--- config.mk ---
export PLATFORM = sky130hd
export DESIGN_NAME = controle_genius_param_flat
export DESIGN_NICKNAME = d
export VERILOG_FILES = /design/src/rtl/controle_genius_param_pkg.sv /design/src/rtl/controle_genius_param_if.sv /design/src/rtl/controle_genius_param_contador_m.sv /design/src/rtl/controle_genius_param.sv /design/src/flat_wrapper.sv
export SDC_FILE = /design/constraint.sdc
export NUM_CORES = 1
export LEC_CHECK = 0
export CAP_MARGIN = 20
export CORE_UTILIZATION = 30
export DETAILED_ROUTE_END_ITERATION = 8
export GPL_ROUTABILITY_DRIVEN = 0
export SLEW_MARGIN = 20
export SYNTH_ARGS = -nofsm -noshare
export SYNTH_HDL_FRONTEND = slang
export SYNTH_HIERARCHICAL = 1
export SYNTH_SLANG_ARGS = --single-unit
--- constraint.sdc ---
create_clock -name clock -period 3.8 [get_ports clock]
set_clock_uncertainty 0.05 [all_clocks]
set_input_delay 0.76 -clock clock [delete_from_list [all_inputs] [get_ports clock]]
set_output_delay 0.76 -clock clock [all_outputs]
set_load 0.01 [all_outputs]
--- src/rtl/controle_genius_param_pkg.sv ---
// Shared definitions for the parametrised Genius (Simon) controller:
// state encodings, a constant clog2 helper and the round-limit rule.
package controle_genius_param_pkg;

  localparam int unsigned ESTADO_W = 5;

  // State codes are also exported on db_estado
  typedef enum logic [ESTADO_W-1:0] {
    ST_INICIAL       = 5'h00,
    ST_PREPARA       = 5'h01,
    ST_INICIA_RODADA = 5'h02,
    ST_MOSTRA        = 5'h03,
    ST_APAGA         = 5'h04,
    ST_PROX_MOSTRA   = 5'h05,
    ST_ESPERA        = 5'h06,
    ST_REGISTRA      = 5'h07,
    ST_COMPARA       = 5'h08,
    ST_PROXIMO       = 5'h09,
    ST_ULTIMA        = 5'h0A,
    ST_ESPERA_NOVA   = 5'h0B,
    ST_REGISTRA_NOVA = 5'h0C,
    ST_ESCREVE       = 5'h0D,
    ST_PROX_RODADA   = 5'h0E,
    ST_FIM_ACERTOU   = 5'h10,
    ST_FIM_ERROU     = 5'h11,
    ST_FIM_TIMEOUT   = 5'h12
  } estado_t;

  // Bits needed to hold values 0..v-1
  function automatic int unsigned clog2_f(input int unsigned v);
    int unsigned r;
    r = 0;
    for (int unsigned i = 0; i < 32; i++) begin
      if ((32'd1 << i) < v) r = i + 1;
    end
    return r;
  endfunction

  // Last round index for the selected game length
  function automatic int unsigned limite_f(input logic longo, input int unsigned max_rodadas);
    return longo ? (max_rodadas - 1) : (max_rodadas / 2 - 1);
  endfunction

endpackage

--- src/rtl/controle_genius_param_if.sv ---
// Sequence-RAM bus between the controller (master) and a RAM with
// combinational read (slave).
//   mem_dado     : read data at mem_endereco (RAM -> controller)
//   mem_endereco : address
//   mem_we       : one-cycle write strobe
//   mem_escrita  : write data (registered player move)
interface controle_genius_param_if #(
  parameter int unsigned N_BOTOES = 4,
  parameter int unsigned AW       = 4
);
  logic [N_BOTOES-1:0] mem_dado;
  logic [AW-1:0]       mem_endereco;
  logic                mem_we;
  logic [N_BOTOES-1:0] mem_escrita;

  modport master (input mem_dado, output mem_endereco, output mem_we, output mem_escrita);
  modport slave  (output mem_dado, input mem_endereco, input mem_we, input mem_escrita);
endinterface

--- src/rtl/controle_genius_param_contador_m.sv ---
// Modulo-M counter used for the display, dark and timeout timers.
//   clock, reset : clock, async active-low reset
//   i_zera       : synchronous clear (has priority)
//   i_conta      : count enable, wraps M-1 -> 0
//   o_fim_c      : high while the count equals M-1
module controle_genius_param_contador_m
  import controle_genius_param_pkg::*;
#(
  parameter int unsigned M = 4
) (
  input  logic clock,
  input  logic reset,
  input  logic i_zera,
  input  logic i_conta,
  output logic o_fim_c
);

  localparam int unsigned W = (clog2_f(M) == 0) ? 1 : clog2_f(M);

  logic [W-1:0] r_valor;

  always_ff @(posedge clock or negedge reset) begin
    if (!reset) begin
      r_valor <= '0;
    end else if (i_zera) begin
      r_valor <= '0;
    end else if (i_conta) begin
      r_valor <= (r_valor == W'(M - 1)) ? '0 : r_valor + W'(1);
    end
  end

  assign o_fim_c = (r_valor == W'(M - 1));

endmodule

--- src/rtl/controle_genius_param.sv ---
// Parametrised Genius (Simon) game controller with its own timers.
//   clock, reset           : clock, async active-low reset
//   iniciar                : start/restart request
//   modo_longo, modo_tempo : game length / timeout enable, latched in PREPARA
//   botoes                 : synchronised button levels
//   mem                    : sequence-RAM bus (master side)
//   leds                   : LED drive, RAM data shown during MOSTRA
//   rodada                 : current round, 0-based
//   pronto/acertou/errou/timeout : game result
//   db_estado              : current state code
module controle_genius_param
  import controle_genius_param_pkg::*;
#(
  parameter int unsigned N_BOTOES       = 4,
  parameter int unsigned MAX_RODADAS    = 16,
  parameter int unsigned AW             = 4,
  parameter int unsigned TIMEOUT_CICLOS = 5000,
  parameter int unsigned EXIBE_CICLOS   = 1000,
  parameter int unsigned APAGA_CICLOS   = 250
) (
  input  logic                   clock,
  input  logic                   reset,
  input  logic                   iniciar,
  input  logic                   modo_longo,
  input  logic                   modo_tempo,
  input  logic [N_BOTOES-1:0]    botoes,
  controle_genius_param_if.master mem,
  output logic [N_BOTOES-1:0]    leds,
  output logic [AW-1:0]          rodada,
  output logic                   pronto,
  output logic                   acertou,
  output logic                   errou,
  output logic                   timeout,
  output logic [ESTADO_W-1:0]    db_estado
);

  estado_t             r_estado;
  estado_t             w_prox;
  logic [AW-1:0]       r_endereco;
  logic [AW-1:0]       r_rodada;
  logic [N_BOTOES-1:0] r_botoes_q;
  logic [N_BOTOES-1:0] r_escrita;
  logic                r_modo_longo;
  logic                r_modo_tempo;

  logic w_jogada, w_erro, w_end_eq_rod, w_limite;
  logic w_fim_exibe, w_fim_apaga, w_fim_tempo, w_estouro;
  logic w_end_zera, w_end_inc, w_rod_zera, w_rod_inc;
  logic w_modos_carga, w_escrita_carga;
  logic w_zera_exibe, w_conta_exibe, w_zera_apaga, w_conta_apaga;
  logic w_zera_tempo, w_conta_tempo;

  // Rising edge of "any button pressed"
  assign w_jogada     = (|botoes) & ~(|r_botoes_q);
  // A chord (non-one-hot) is always a wrong move
  assign w_erro       = !$onehot(r_escrita) || (r_escrita != mem.mem_dado);
  assign w_end_eq_rod = (r_endereco == r_rodada);
  assign w_limite     = (r_rodada == AW'(limite_f(r_modo_longo, MAX_RODADAS)));
  // Timer stays frozen at zero when timeouts are disabled; gate anyway
  assign w_estouro    = w_fim_tempo & r_modo_tempo;

  // State register
  always_ff @(posedge clock or negedge reset) begin
    if (!reset) r_estado <= ST_INICIAL;
    else        r_estado <= w_prox;
  end

  // Next-state logic
  always_comb begin
    w_prox = r_estado;
    case (r_estado)
      ST_INICIAL:       if (iniciar) w_prox = ST_PREPARA;
      ST_PREPARA:       w_prox = ST_INICIA_RODADA;
      ST_INICIA_RODADA: w_prox = ST_MOSTRA;
      ST_MOSTRA:        if (w_fim_exibe) w_prox = ST_APAGA;
      ST_APAGA:         if (w_fim_apaga) w_prox = w_end_eq_rod ? ST_ESPERA : ST_PROX_MOSTRA;
      ST_PROX_MOSTRA:   w_prox = ST_MOSTRA;
      ST_ESPERA: begin
        if (w_jogada)       w_prox = ST_REGISTRA;
        else if (w_estouro) w_prox = ST_FIM_TIMEOUT;
      end
      ST_REGISTRA:      w_prox = ST_COMPARA;
      ST_COMPARA: begin
        if (w_erro)            w_prox = ST_FIM_ERROU;
        else if (w_end_eq_rod) w_prox = ST_ULTIMA;
        else                   w_prox = ST_PROXIMO;
      end
      ST_PROXIMO:       w_prox = ST_ESPERA;
      ST_ULTIMA:        w_prox = w_limite ? ST_FIM_ACERTOU : ST_ESPERA_NOVA;
      ST_ESPERA_NOVA: begin
        if (w_jogada)       w_prox = ST_REGISTRA_NOVA;
        else if (w_estouro) w_prox = ST_FIM_TIMEOUT;
      end
      ST_REGISTRA_NOVA: w_prox = ST_ESCREVE;
      ST_ESCREVE:       w_prox = ST_PROX_RODADA;
      ST_PROX_RODADA:   w_prox = ST_INICIA_RODADA;
      ST_FIM_ACERTOU,
      ST_FIM_ERROU,
      ST_FIM_TIMEOUT:   if (iniciar) w_prox = ST_PREPARA;
      default:          w_prox = ST_INICIAL;
    endcase
  end

  // Moore outputs and datapath controls
  always_comb begin
    w_end_zera      = 1'b0;
    w_end_inc       = 1'b0;
    w_rod_zera      = 1'b0;
    w_rod_inc       = 1'b0;
    w_modos_carga   = 1'b0;
    w_escrita_carga = 1'b0;
    w_zera_exibe    = 1'b0;
    w_conta_exibe   = 1'b0;
    w_zera_apaga    = 1'b0;
    w_conta_apaga   = 1'b0;
    w_zera_tempo    = 1'b0;
    w_conta_tempo   = 1'b0;
    mem.mem_we      = 1'b0;
    leds            = '0;
    pronto          = 1'b0;
    acertou         = 1'b0;
    errou           = 1'b0;
    timeout         = 1'b0;
    case (r_estado)
      ST_PREPARA: begin
        w_end_zera    = 1'b1;
        w_rod_zera    = 1'b1;
        w_modos_carga = 1'b1;
        w_zera_exibe  = 1'b1;
        w_zera_apaga  = 1'b1;
        w_zera_tempo  = 1'b1;
      end
      ST_INICIA_RODADA: begin
        w_end_zera   = 1'b1;
        w_zera_exibe = 1'b1;
        w_zera_apaga = 1'b1;
      end
      ST_MOSTRA: begin
        leds          = mem.mem_dado;
        w_conta_exibe = 1'b1;
        w_zera_exibe  = w_fim_exibe;
        w_zera_apaga  = 1'b1;
      end
      ST_APAGA: begin
        w_conta_apaga = 1'b1;
        w_zera_tempo  = 1'b1;
        w_end_zera    = w_fim_apaga & w_end_eq_rod;
      end
      ST_PROX_MOSTRA: begin
        w_end_inc    = 1'b1;
        w_zera_exibe = 1'b1;
      end
      ST_ESPERA,
      ST_ESPERA_NOVA:   w_conta_tempo = r_modo_tempo;
      ST_REGISTRA,
      ST_REGISTRA_NOVA: w_escrita_carga = 1'b1;
      ST_PROXIMO: begin
        w_end_inc    = 1'b1;
        w_zera_tempo = 1'b1;
      end
      ST_ULTIMA: begin
        // Last round keeps the address so it never passes rodada+1
        w_end_inc    = ~w_limite;
        w_zera_tempo = 1'b1;
      end
      ST_ESCREVE:     mem.mem_we = 1'b1;
      ST_PROX_RODADA: w_rod_inc  = 1'b1;
      ST_FIM_ACERTOU: begin
        pronto  = 1'b1;
        acertou = 1'b1;
      end
      ST_FIM_ERROU: begin
        pronto = 1'b1;
        errou  = 1'b1;
      end
      ST_FIM_TIMEOUT: begin
        pronto  = 1'b1;
        timeout = 1'b1;
      end
      default: ;
    endcase
  end

  // Address and round counters
  always_ff @(posedge clock or negedge reset) begin
    if (!reset) begin
      r_endereco <= '0;
      r_rodada   <= '0;
    end else begin
      if (w_end_zera)     r_endereco <= '0;
      else if (w_end_inc) r_endereco <= r_endereco + AW'(1);
      if (w_rod_zera)     r_rodada <= '0;
      else if (w_rod_inc) r_rodada <= r_rodada + AW'(1);
    end
  end

  // Button edge history, latched move and mode bits
  always_ff @(posedge clock or negedge reset) begin
    if (!reset) begin
      r_botoes_q   <= '0;
      r_escrita    <= '0;
      r_modo_longo <= 1'b0;
      r_modo_tempo <= 1'b0;
    end else begin
      r_botoes_q <= botoes;
      if (w_escrita_carga) r_escrita <= botoes;
      if (w_modos_carga) begin
        r_modo_longo <= modo_longo;
        r_modo_tempo <= modo_tempo;
      end
    end
  end

  controle_genius_param_contador_m #(.M(EXIBE_CICLOS)) u_exibe (
    .clock   (clock),
    .reset   (reset),
    .i_zera  (w_zera_exibe),
    .i_conta (w_conta_exibe),
    .o_fim_c (w_fim_exibe)
  );

  controle_genius_param_contador_m #(.M(APAGA_CICLOS)) u_apaga (
    .clock   (clock),
    .reset   (reset),
    .i_zera  (w_zera_apaga),
    .i_conta (w_conta_apaga),
    .o_fim_c (w_fim_apaga)
  );

  controle_genius_param_contador_m #(.M(TIMEOUT_CICLOS)) u_tempo (
    .clock   (clock),
    .reset   (reset),
    .i_zera  (w_zera_tempo),
    .i_conta (w_conta_tempo),
    .o_fim_c (w_fim_tempo)
  );

  assign mem.mem_endereco = r_endereco;
  assign mem.mem_escrita  = r_escrita;
  assign rodada           = r_rodada;
  assign db_estado        = r_estado;

endmodule

--- src/flat_wrapper.sv ---
// flat-port wrapper written by rule: the top's interface ports become plain ports
module controle_genius_param_flat import controle_genius_param_pkg::*;
#(
  parameter int unsigned N_BOTOES       = 4,
  parameter int unsigned MAX_RODADAS    = 16,
  parameter int unsigned AW             = 4,
  parameter int unsigned TIMEOUT_CICLOS = 5000,
  parameter int unsigned EXIBE_CICLOS   = 1000,
  parameter int unsigned APAGA_CICLOS   = 250
)
  (clock, reset, iniciar, modo_longo, modo_tempo, botoes, leds, rodada, pronto, acertou, errou, timeout, db_estado, mem_mem_dado, mem_mem_endereco, mem_mem_we, mem_mem_escrita);
  controle_genius_param_if #(.N_BOTOES(N_BOTOES), .AW(AW)) mem_i ();
  input  logic clock;
  input  logic reset;
  input  logic iniciar;
  input  logic modo_longo;
  input  logic modo_tempo;
  input  logic [N_BOTOES-1:0] botoes;
  output logic [N_BOTOES-1:0] leds;
  output logic [AW-1:0] rodada;
  output logic pronto;
  output logic acertou;
  output logic errou;
  output logic timeout;
  output logic [ESTADO_W-1:0] db_estado;
  input wire logic [$bits(mem_i.mem_dado)-1:0] mem_mem_dado;
  output wire logic [$bits(mem_i.mem_endereco)-1:0] mem_mem_endereco;
  output wire logic [$bits(mem_i.mem_we)-1:0] mem_mem_we;
  output wire logic [$bits(mem_i.mem_escrita)-1:0] mem_mem_escrita;
  assign mem_i.mem_dado = mem_mem_dado;
  assign mem_mem_endereco = mem_i.mem_endereco;
  assign mem_mem_we = mem_i.mem_we;
  assign mem_mem_escrita = mem_i.mem_escrita;
  controle_genius_param #(.N_BOTOES(N_BOTOES), .MAX_RODADAS(MAX_RODADAS), .AW(AW), .TIMEOUT_CICLOS(TIMEOUT_CICLOS), .EXIBE_CICLOS(EXIBE_CICLOS), .APAGA_CICLOS(APAGA_CICLOS)) u_core (.clock(clock), .reset(reset), .iniciar(iniciar), .modo_longo(modo_longo), .modo_tempo(modo_tempo), .botoes(botoes), .mem(mem_i), .leds(leds), .rodada(rodada), .pronto(pronto), .acertou(acertou), .errou(errou), .timeout(timeout), .db_estado(db_estado));
endmodule
==> results of run 1 <==
-- state kept, by name, indices dropped and copies added, names as in the netlist --
name / count
u_core/db_estado: 5
u_core/mem.mem_endereco: 4
u_core/mem.mem_escrita: 4
u_core/r_botoes_q: 4
u_core/r_modo_longo: 1
u_core/r_modo_tempo: 1
u_core/rodada: 4
u_core/u_apaga/r_valor: 8
u_core/u_exibe/r_valor: 10
u_core/u_tempo/r_valor: 13
-- critical path, stage by stage (launching register included) --
cell	delay [ns]
dfrtp_1	0.59
or3_1	0.56
nor2_1	0.29
and2_1	0.17
clkdlybuf4s50_1	0.53
-- final cells by class --
cell class | count | area (µm²) | share of cell area, %
timing repair buffer | 45 | 428 | 10.4
clock inverter | 1 | 8.76 | 0.212
sequential | 54 | 1350 | 32.7
inverter | 16 | 65.1 | 1.57
tap | 140 | 175 | 4.24
multi-input combinational | 297 | 1960 | 47.5
clock buffer | 7 | 143 | 3.45
-- final timing paths --
path	end	slack, ns
setup reg to reg	u_core/u_exibe/r_valor[7]	0.83
max in group asynchronous	u_core/u_exibe/r_valor[9]	2.51
min in group clock	u_core/r_modo_tempo	0.48
hold reg to reg	u_core/r_modo_tempo	0.48
setup / recovery	leds[2]	0.55
hold / removal	u_core/u_apaga/r_valor[5]	0.35
-- power by group --
part	total (mW)	switching, mW	internal, mW
Clock	0.477	0.211	0.266
Sequential	0.783	0.131	0.652
Combinational	1.18	0.674	0.509
Total	2.44	1.02	1.43
-- cells in the mapped netlist, types with 3 or more instances --
library cell   n  share of area [%]
a211oi_1       3               0.65
a21o_1         3               0.65
a21oi_1       18                2.6
a31oi_1       10                1.8
and2_1         6                1.1
buf_2          8                1.2
clkbuf_1       4               0.44
dfrtp_1       54                 39
ha_1           8                2.9
inv_1         13                1.4
mux2_2         6                2.0
nand2_1       37                4.0
nand2b_1      10                1.8
nand3_1       17                2.5
nand3b_1       3               0.65
nand4_1        7                1.3
nor2_1        40                4.4
nor2b_1        4               0.73
nor3_1         6               0.87
nor4_1         6                1.1
o2111ai_1      4                1.0
o211ai_1       5                1.1
o21ai_0        6               0.87
o21ai_1        3               0.44
o22ai_1        4               0.73
or2_2          5               0.91
or3_1          8                1.5
or4_1          3               0.65
xnor2_1       16                4.1
xor2_1        13                3.3
-- metal layers --
metal / global-route usage [%] / vias to the layer above
li1: - / 1453
met1: 20.1 / 1461
met2: 25.1 / 53
met3: 2.69 / 8
met4: 3.67 / 0
met5: 0 / -
-- logic make-up (layout without fill, tap and decap cells) --
| logic type | after synthesis | in the layout | share of synthesized area [%] |
|---|---|---|---|
| simple gates | 173 | 173 | 27.2 |
| compound gates | 78 | 78 | 16.2 |
| flops | 54 | 54 | 39.2 |
| buf+inv | 30 | 69 | 3.96 |
| xor+xnor | 29 | 29 | 7.38 |
| fa+ha+maj | 10 | 10 | 3.78 |
| mux | 7 | 7 | 2.25 |
-- through the flow --
| stage | instances | total power [mW] | worst slack, ns | util [%] |
|---|---|---|---|---|
| 6_report | 560 | 2.44 | 0.554 | 37.5 |
| 5_1_grt | 560 | 2.62 | 0.379 | 37.5 |
| 4_1_cts | 560 | 2.46 | 0.541 | 37.5 |
| 3_5_place_dp | 552 | 1.97 | 0.857 | 36.1 |
| 3_3_place_gp | 552 | 1.95 | 0.895 | 36.1 |
| 2_1_floorplan | 381 | 1.56 | 1.13 | - |
==> impl_metrics.py, run 1 <==
metrics = {
    "outcome": {
        "outcome": "finished, final reports clean",
    },
    "setup_path": {
        "crit_start": "u_core/db_estado[2]",
        "r2r_start": "u_core/u_exibe/r_valor[0]",
        "reg2reg_depth": 11,
        "start_kind": "register",
        "worstPathArrival_ns": 2.44,
        "cp-end-kind": "output pin",
        "worstPathMaxFanout": 18,
        "cp.required_ns": 2.99,
        "critPathKind": "register to output pin",
    },
    "drt": {
        "highest_layer": "met4",
        "avgViaCountPerCell": 5.31,
        "vias": 2975,
        "first_iter_violations": 144,
        "drt_wl_total_mm": 8.29,
        "dr_wl_met3_um": 281,
        "post_drt_wl_per_cell_um": 14.8,
        "dr_wl_met2_mm": 4.14,
        "drtPass1Iterations": 4,
        "ant_nets": 0,
        "wl_met1_mm": 3.79,
        "drc": 0,
    },
    "placement": {
        "portBuffers": 38,
        "place_area_um2": 3980,
        "hpwlAfterDp_mm": 5.98,
    },
    "yosys": {
        "synthesis.nets": 403,
        "ys.warnings.count": 6,
        "ys_ff_latch": 54,
        "ys_types": 75,
        "synth_edf_count": 0,
        "syn_area_um2": 3440,
        "ys.flop_type": "dfrtp_1",
        "netlist_instances": 381,
        "ys_seq_area_share_pct": 39.2,
        "async_flop_share_pct": 100,
        "syn_avg_cell_area_um2": 9.04,
    },
    "clock_tree": {
        "postCtsHoldBufs": 0,
        "cts_root_buffer": "clkbuf_16",
        "cts_max_level": 2,
        "postCtsSetupBuffers": 0,
        "cts.repair.resized": 0,
        "numCtsBuffers": 5,
        "cts_tree": "done",
        "numClockSinks": 54,
        "cts.clk_slew.worst_paths_ns": 0.07,
        "clock_latency_ns": 0.30,
        "clockBufferDepth": 2,
    },
    "timing": {
        "fin_crit_ns": 3.25,
        "rsz0062_at_grt": "false",
        "finalHoldViolations": 0,
        "fin_crit_sh_pct": 85.4,
        "slew_violations": 0,
        "slew-limit-headroom_pct": 59.4,
        "setup_viol": 0,
        "whs_ns": 0.353,
        "max_clock_freq_ghz": 0.308,
        "tns_ns": 0,
        "worst_slew_pin_slew_ns": 0.608,
    },
    "cells_and_area": {
        "design_area_um2": 4130,
        "drive_above_1_share_pct": 10.5,
        "mostFrequentLayoutCells": "dfrtp_1, nor2_1, clkdlybuf4s50_1, nand2_1, a21oi_1",
        "antennaDiodeCount": 0,
        "nets": 441,
        "fill_cells": 1133,
        "layout.cells.most_common": "dfrtp_1",
        "syn2layout_area_growth_pct": 20.0,
    },
    "global_route": {
        "grt_pass1_wl_mm": 14.2,
        "overflow": 0,
        "grt_use_total_pct": 15.0,
        "grt_pass1_vias": 2874,
        "grt_max_degree": 37,
        "antenna_found_initial": 0,
    },
    "pwr": {
        "p_leak_nw": 1.63,
        "powerDensity_nw_per_um2": 591,
        "worst_ir_drop_vdd_v": 0.000250,
    },
    "die": {
        "dieArea_um2": 11900,
        "ios": 39,
        "core_area_um2": 11000,
        "fp.dieH_um": 109,
        "initial_core_util_pct": 31.2,
        "rows": 38,
        "die_x_um": 109,
    },
    "flow_run": {
        "maxCapViolCount": 0,
    },
    "min_path": {
        "hp-class": "primary input to async pin",
    },
}
(Power assumes the default switching activity.)
==> run 2, diff against run 1 <==
GPL_ROUTABILITY_DRIVEN = 1   (was 0)
==> run 2 against run 1 <==
Effect of this change: utilization about the same; sequential share of layout area about the same; critical path depth unchanged; critical path type unchanged; largest cell class unchanged.
==> impl_metrics.py, run 2 (synthesis gave the netlist of run 1 again) <==
metrics = {
    "die": {
        "dieArea_um2": 11900,
        "fp.dieH_um": 109,
        "ios": 39,
        "initial_core_util_pct": 31.2,
        "die_x_um": 109,
        "rows": 38,
        "core_area_um2": 11000,
    },
    "cells_and_area": {
        "utilization_pct": 37.5,
        "design_area_um2": 4140,
        "largest_register": "u_core/u_tempo/r_valor",
        "antennaDiodeCount": 0,
        "nets": 441,
        "layout.cells.most_common": "dfrtp_1",
        "largest_reg_flops": 13,
        "mostFrequentLayoutCells": "dfrtp_1, nor2_1, clkdlybuf4s50_1, nand2_1, a21oi_1",
        "drive_above_1_share_pct": 10.7,
        "top_regs": "u_core/u_tempo/r_valor x13, u_core/u_exibe/r_valor x10, u_core/u_apaga/r_valor x8",
        "fin_cells": 560,
        "syn2layout_area_growth_pct": 20.1,
    },
    "timing": {
        "rsz0062_at_grt": "false",
        "fin_crit_sh_pct": 85.4,
        "fin_crit_ns": 3.25,
        "tns_ns": 0,
        "finalHoldViolations": 0,
        "whs_ns": 0.466,
        "setup_viol": 0,
        "slew_violations": 0,
        "slew-limit-headroom_pct": 52.0,
        "worst_slew_pin_slew_ns": 0.720,
        "max_clock_freq_ghz": 0.308,
        "setup_ws_ns": 0.553,
    },
    "clock_tree": {
        "cts_tree": "done",
        "clockBufferDepth": 2,
        "cts_max_level": 2,
        "numClockSinks": 54,
        "cts.clk_slew.worst_paths_ns": 0.07,
        "numCtsBuffers": 5,
        "postCtsHoldBufs": 0,
        "cts.repair.resized": 0,
        "clock_latency_ns": 0.29,
        "postCtsSetupBuffers": 0,
        "cts_root_buffer": "clkbuf_16",
    },
    "outcome": {
        "outcome": "finished, final reports clean",
    },
    "setup_path": {
        "timing.rr.end": "u_core/u_exibe/r_valor[8]",
        "slowest_delay_ns": 0.59,
        "cp_top_family": "simple AND/OR/NAND/NOR gates",
        "slowest_stage": "dfrtp_1",
        "cp-end-kind": "output pin",
        "r2r_start": "u_core/u_exibe/r_valor[0]",
        "cp.required_ns": 2.99,
        "critPathBufInv": 1,
        "cp_cell_sequence": "or3_1, nor2_1, and2_1, clkdlybuf4s50_1",
        "critPathKind": "register to output pin",
        "start_kind": "register",
        "ff2ff_setup_slack_ns": 0.88,
        "reg2reg_depth": 11,
        "worstPathMaxFanout": 18,
        "worstPathArrival_ns": 2.44,
    },
    "pwr": {
        "p_leak_nw": 1.63,
        "worst_ir_drop_vdd_v": 0.000272,
        "powerDensity_nw_per_um2": 589,
        "power_mw": 2.44,
    },
    "drt": {
        "drtPass1Iterations": 4,
        "drc": 0,
        "avgViaCountPerCell": 5.30,
        "first_iter_violations": 159,
        "drt_wl_total_mm": 8.22,
        "vias": 2970,
        "ant_nets": 0,
        "post_drt_wl_per_cell_um": 14.7,
    },
    "global_route": {
        "grt_use_total_pct": 14.6,
        "met3_usage_pct": 2.09,
        "grt_pass1_wl_mm": 13.8,
        "grt_use_met2_pct": 24.9,
        "grt_pass1_vias": 2902,
        "overflow": 0,
        "grt.busiest_layer": "met2",
        "antenna_found_initial": 0,
        "grt_max_degree": 31,
        "grt_use_met1_pct": 19.2,
    },
    "placement": {
        "place_area_um2": 3980,
        "hpwlAfterDp_mm": 6.01,
        "dp_cells": 552,
        "portBuffers": 38,
        "gp_congestion": 0.857,
        "pre_cts_slack_ns": 0.856,
    },
    "flow_run": {
        "maxCapViolCount": 0,
    },
    "min_path": {
        "hp-class": "primary input to async pin",
    },
}
==> run 2: per-layer routing <==
layer | up-vias | share of wire [%] | wire length (µm)
met5 | - | 0 | 0
met1 | 1445 | 46 | 3760
met2 | 59 | 50 | 4110
li1 | 1454 | - | -
met3 | 12 | 3.3 | 269
met4 | 0 | 0.92 | 76
==> run 2: worst max path at each step <==
stage / start / to / cells past startpoint
floorplan: u_core/u_exibe/r_valor[0] / u_core/u_exibe/r_valor[7] / 10
global placement: u_core/db_estado[2] / leds[2] / 4
detailed placement: u_core/db_estado[2] / leds[0] / 4
CTS: u_core/db_estado[3] / leds[0] / 4
global route: u_core/db_estado[2] / leds[0] / 4
finish: u_core/db_estado[2] / leds[0] / 4
==> run 2: final cells by class <==
type                            count  area (µm²)
Tap cell                          140         175
Sequential cell                    54        1350
Clock inverter                      2        16.3
Fill cell                        1121        6890
Inverter                           16        65.1
Clock buffer                        6         139
Timing Repair Buffer               45         428
Multi-Input combinational cell    297        1960
==> run 2: power breakdown <==
part           switching (mW)  internal [mW]  leakage [nW]  total (mW)
Combinational           0.670          0.506         0.828        1.18
Sequential              0.130          0.651         0.725       0.781
Clock                   0.214          0.265        0.0735       0.479
